$ cat src/rtl/fifo_entry_serializer.sv
// Serializes one wide fifo_queue entry into narrow valid/ready beats, LSB beat first,
// acking the queue once the last beat is taken. FIFO_SERIALIZER_TRAILING_ZERO_SKIP_EN drops
// trailing all-zero beats.
module fifo_entry_serializer #(
    parameter int unsigned SINGLE_ENTRY_WIDTH_IN_BITS = 64,
    parameter int unsigned BEAT_WIDTH_IN_BITS         = 8,
    parameter int unsigned NUM_BEATS                  = SINGLE_ENTRY_WIDTH_IN_BITS /
                                                        BEAT_WIDTH_IN_BITS,
    parameter int unsigned BEAT_CNT_WIDTH_IN_BITS     = $clog2(NUM_BEATS)
) (
    input  logic                                  clk_in,
    input  logic                                  reset_in,
    input  logic [SINGLE_ENTRY_WIDTH_IN_BITS-1:0] request_in,
    input  logic                                  request_valid_in,
    output logic                                  issue_ack_out,
    output logic [BEAT_WIDTH_IN_BITS-1:0]         beat_out,
    output logic                                  beat_valid_out,
    output logic                                  beat_last_out,
    input  logic                                  beat_ready_in,
    output logic                                  busy_out
);

    localparam logic [BEAT_CNT_WIDTH_IN_BITS-1:0] FullLastIdx =
        BEAT_CNT_WIDTH_IN_BITS'(NUM_BEATS - 1);

    typedef enum logic [1:0] {StIdle, StSend, StAck} state_e;

    state_e                                state_q, state_d;
    logic [SINGLE_ENTRY_WIDTH_IN_BITS-1:0] shift_q, shift_d, shift_next;
    logic [BEAT_CNT_WIDTH_IN_BITS-1:0]     cnt_q, cnt_d, cnt_inc;
    logic [BEAT_WIDTH_IN_BITS-1:0]         beat_q, beat_d;
    logic                                  valid_q, valid_d;
    logic                                  last_q, last_d;
    logic                                  ack_q, ack_d;
    logic                                  busy_q, busy_d;
    logic [BEAT_CNT_WIDTH_IN_BITS-1:0]     cap_last_idx;
    logic [BEAT_CNT_WIDTH_IN_BITS-1:0]     last_idx;

`ifdef FIFO_SERIALIZER_TRAILING_ZERO_SKIP_EN
    logic [BEAT_CNT_WIDTH_IN_BITS-1:0] last_idx_q, last_idx_d;

    // Highest non-zero beat wins; an all-zero entry still sends beat 0.
    always_comb begin
        cap_last_idx = '0;
        for (int unsigned i = 0; i < NUM_BEATS; i++) begin
            if (|request_in[i*BEAT_WIDTH_IN_BITS +: BEAT_WIDTH_IN_BITS]) begin
                cap_last_idx = BEAT_CNT_WIDTH_IN_BITS'(i);
            end
        end
    end

    assign last_idx_d = (state_q == StIdle && request_valid_in) ? cap_last_idx : last_idx_q;
    assign last_idx   = last_idx_q;

    always_ff @(posedge clk_in or negedge reset_in) begin
        if (!reset_in) begin
            last_idx_q <= '0;
        end else begin
            last_idx_q <= last_idx_d;
        end
    end
`else
    assign cap_last_idx = FullLastIdx;
    assign last_idx     = FullLastIdx;
`endif

    assign shift_next = shift_q >> BEAT_WIDTH_IN_BITS;
    assign cnt_inc    = cnt_q + BEAT_CNT_WIDTH_IN_BITS'(1);

    always_comb begin
        state_d = state_q;
        shift_d = shift_q;
        cnt_d   = cnt_q;
        beat_d  = beat_q;
        valid_d = valid_q;
        last_d  = last_q;
        ack_d   = 1'b0;
        unique case (state_q)
            StIdle: begin
                if (request_valid_in) begin
                    state_d = StSend;
                    shift_d = request_in;
                    cnt_d   = '0;
                    beat_d  = request_in[BEAT_WIDTH_IN_BITS-1:0];
                    valid_d = 1'b1;
                    last_d  = (cap_last_idx == '0);
                end
            end
            StSend: begin
                if (beat_ready_in) begin
                    if (cnt_q == last_idx) begin
                        state_d = StAck;
                        valid_d = 1'b0;
                        last_d  = 1'b0;
                        ack_d   = 1'b1;
                    end else begin
                        shift_d = shift_next;
                        cnt_d   = cnt_inc;
                        beat_d  = shift_next[BEAT_WIDTH_IN_BITS-1:0];
                        last_d  = (cnt_inc == last_idx);
                    end
                end
            end
            StAck: begin
                state_d = StIdle;
            end
            default: begin
                state_d = StIdle;
            end
        endcase
        busy_d = (state_d != StIdle);
    end

    always_ff @(posedge clk_in or negedge reset_in) begin
        if (!reset_in) begin
            state_q <= StIdle;
            shift_q <= '0;
            cnt_q   <= '0;
            beat_q  <= '0;
            valid_q <= 1'b0;
            last_q  <= 1'b0;
            ack_q   <= 1'b0;
            busy_q  <= 1'b0;
        end else begin
            state_q <= state_d;
            shift_q <= shift_d;
            cnt_q   <= cnt_d;
            beat_q  <= beat_d;
            valid_q <= valid_d;
            last_q  <= last_d;
            ack_q   <= ack_d;
            busy_q  <= busy_d;
        end
    end

    assign issue_ack_out  = ack_q;
    assign beat_out       = beat_q;
    assign beat_valid_out = valid_q;
    assign beat_last_out  = last_q;
    assign busy_out       = busy_q;

endmodule

$ cat config.mk
export PLATFORM = sky130hd
export DESIGN_NAME = fifo_entry_serializer
export DESIGN_NICKNAME = d
export VERILOG_FILES = /design/src/rtl/fifo_entry_serializer.sv
export SDC_FILE = /design/constraint.sdc
export NUM_CORES = 1
export LEC_CHECK = 0
export CORE_MARGIN = 1
export CORE_UTILIZATION = 49
export DETAILED_ROUTE_END_ITERATION = 10
export HOLD_SLACK_MARGIN = 0.12
export MAX_ROUTING_LAYER = met4
export PLACE_DENSITY = 0.78
export REMOVE_ABC_BUFFERS = 1
export SYNTH_ARGS = -nofsm -noshare
export SYNTH_HDL_FRONTEND = slang
export SYNTH_SLANG_ARGS = --single-unit
$ cat constraint.sdc
create_clock -name clk_in -period 2.65 [get_ports clk_in]
set_clock_uncertainty 0.05 [all_clocks]
set_input_delay 0.6625 -clock clk_in [delete_from_list [all_inputs] [get_ports clk_in]]
set_output_delay 0.6625 -clock clk_in [all_outputs]
set_load 0.01 [all_outputs]
==> flow_metrics.tcl <==
set metrics [dict create \
    ctsResizeCount 0 \
    synthArstFlopShare_pct 100 \
    clkTransAtPathRegs_ns 0.08 \
    arrival_ns 2.25 \
    final_cell_mix "mux2_2 (103), clkdlybuf4s50_1 (78), dfrtp_1 (73)" \
    area_growth_pct 30.7 \
    synth_cell_types 22 \
    final.min_clock_period_ns 2.09 \
    grt_max_degree 65 \
    remaining_drc_errors 0 \
    hp-class "input port to async pin" \
    dieArea_um2 7560 \
    relSlewSlack_pct 54.3 \
    port_buffers 79 \
    start_kind "input port" \
    power_density_nw_per_um2 1150 \
    pwr-share-comb_pct 47.7 \
    place.detailed.hpwl_um 4090 \
    p_seq_share_pct 34.3 \
    setup_viol 0 \
    reg2reg_depth 6 \
    grtUsageTotal_pct 18.8 \
    viasPerCell 5.05 \
    htreeDepth 3 \
    fin_cells 418 \
    core_area_um2 6870 \
    fmax_mhz 478 \
    boundaryPins 80 \
    synth-seq-cells 73 \
    routabilityCongestion 0.718 \
    fin_nets 388 \
    wl_per_cell_um 14.8 \
    cts_buffer_depth 2 \
    gr-total-overflow 0 \
    routed_wl_um 6200 \
    clock_latency_ns 0.33 \
    end_kind "flip-flop" \
    syn_area_per_cell_um2 14.5 \
    worst-setup-path-type "input port to flip-flop" \
    vias 2111 \
    die_w_um 86.9 \
    hold_viol_final 0 \
    mappedNetlistArea_um2 3530 \
    grt_pass1_wl_um 10400 \
    dp.cells 402 \
    total_power_mw 5.32 \
    ys_warn_count 0 \
    switchingPower_mw 1.53 \
    p_leak_nw 2.11 \
    ir_worst_vdd_uv 554 \
    grt_pass1_vias 2140 \
    drtPass1Iterations 4 \
    postSynthCellCount 243 \
    antenna_left 0 \
    postCtsSetupRepairBufs 0 \
    root_buffer "clkbuf_8" \
    yosysSeqAreaShare_pct 51.7 \
    synth_edf_count 0 \
    core.rowCount 30 \
    synth_top_flop_cell "dfrtp_1" \
    clock_power_share_pct 17.9 \
    ctsHoldBuffers 0 \
    final_layout_size_suffix_gt1_share_pct 42.5 \
    rsz0062_at_grt "false" \
    start_util_pct 51.5 \
    intPower_mw 3.79 \
    setup_tns_ns 0 \
    antenna_found_initial 0 \
    cap_violations 0 \
    clkSinkCount 73 \
    layout_worst_path_cycle_share_pct 78.9 \
    drtIter0Drc 97 \
    path_max_fanout 31 \
    fp.dieH_um 86.9 \
    diodes 0 \
    final_common_cell "mux2_2" \
    cts_buffers 9 \
    finalMaxSlewViolations 0 \
    cts_tree "built" \
    worstMarginPinSlew_ns 0.685 \
    status "finished clean" \
    crit_required_ns 2.81 \
    switching_share_pct 28.8 \
]
Yosys cell counts (all sizes together) (2+ instances only):
master | number | area share, %
a22o | 8 | 2.0
dfrtp | 73 | 52
inv | 3 | 0.32
buf | 21 | 4.1
mux2 | 113 | 37
nor2 | 2 | 0.21
nor2b | 3 | 0.53
ha | 3 | 1.1
mux2i | 3 | 0.85
nand2 | 4 | 0.42
and3 | 2 | 0.35
critical path, cell delays in order:
cell and delay [ns]:
clkdlybuf4s50_1 0.50, nor3b_1 0.30, a21o_2 0.20, buf_12 0.22
mux2_2 0.36
final cells by class:
cell class	count	area [um2]
multi-input combinational	145	1560
sequential	73	1830
tap	96	120
fill	534	2250
inverter	3	11.3
timing repair buffer	85	883
clock buffer	11	141
clock inverter	5	78.8
path summary, 6_finish.rpt:
check	start	to	slack (ns)
worst max-delay path	request_valid_in	shift_q[29]$_DFFE_PN0P_	0.56
worst min-delay path	reset_in	shift_q[2]$_DFFE_PN0P_	0.26
worst max register to register	cnt_q[0]$_DFFE_PN0P_	shift_q[29]$_DFFE_PN0P_	0.69
worst min register to register	shift_q[59]$_DFFE_PN0P_	shift_q[59]$_DFFE_PN0P_	0.45
max in group asynchronous	reset_in	shift_q[15]$_DFFE_PN0P_	1.72
min in group clk_in	shift_q[59]$_DFFE_PN0P_	shift_q[59]$_DFFE_PN0P_	0.45
stage by stage:
stage | hold slack [ns] | utilization, % | instance area [um2] | setup WS, ns
global placement | 0.426 | 64.0 | 4400 | 0.255
finish | 0.264 | 67.2 | 4620 | 0.558
detailed placement | 0.431 | 64.0 | 4400 | 0.226
global route | 0.299 | 67.2 | 4620 | 0.443
CTS | 0.277 | 67.2 | 4620 | 0.556
floorplan | 0.317 | - | 3390 | -2.11
power groups by stage:
| stage | clock, mW | combinational [mW] | sequential [mW] |
|---|---|---|---|
| 6_report | 0.953 | 2.54 | 1.83 |
| 4_1_cts | 0.973 | 2.58 | 1.83 |
| 3_5_place_dp | 0 | 2.56 | 1.85 |
| 3_3_place_gp | 0 | 2.50 | 1.82 |
| 5_1_grt | 1.03 | 2.77 | 1.89 |
| 2_1_floorplan | 0 | 1.90 | 1.82 |
layer usage:
metal | vias up | routed length (um) | track usage, %
li1 | 1011 | - | -
met1 | 1036 | 2870 | 25.6
met2 | 54 | 2880 | 26.5
met3 | 10 | 328 | 4.83
met4 | 0 | 111 | 8.33
met5 | - | 0 | -
state kept, by name (all words and copies together) (netlist names):
register	flops
beat_valid_out	1
state_q	2
beat_last_out	1
shift_q	64
cnt_q	3
issue_ack_out	1
busy_out	1
cell families after synthesis:
logic type	count (synthesis)	synth area share, %
simple gates	13	1.91
compound gates	13	2.94
mux	116	37.9
buf+inv	25	4.50
fa+ha+maj	3	1.06
flops	73	51.7
No activity file was read; power rests on OpenSTA's default activity.
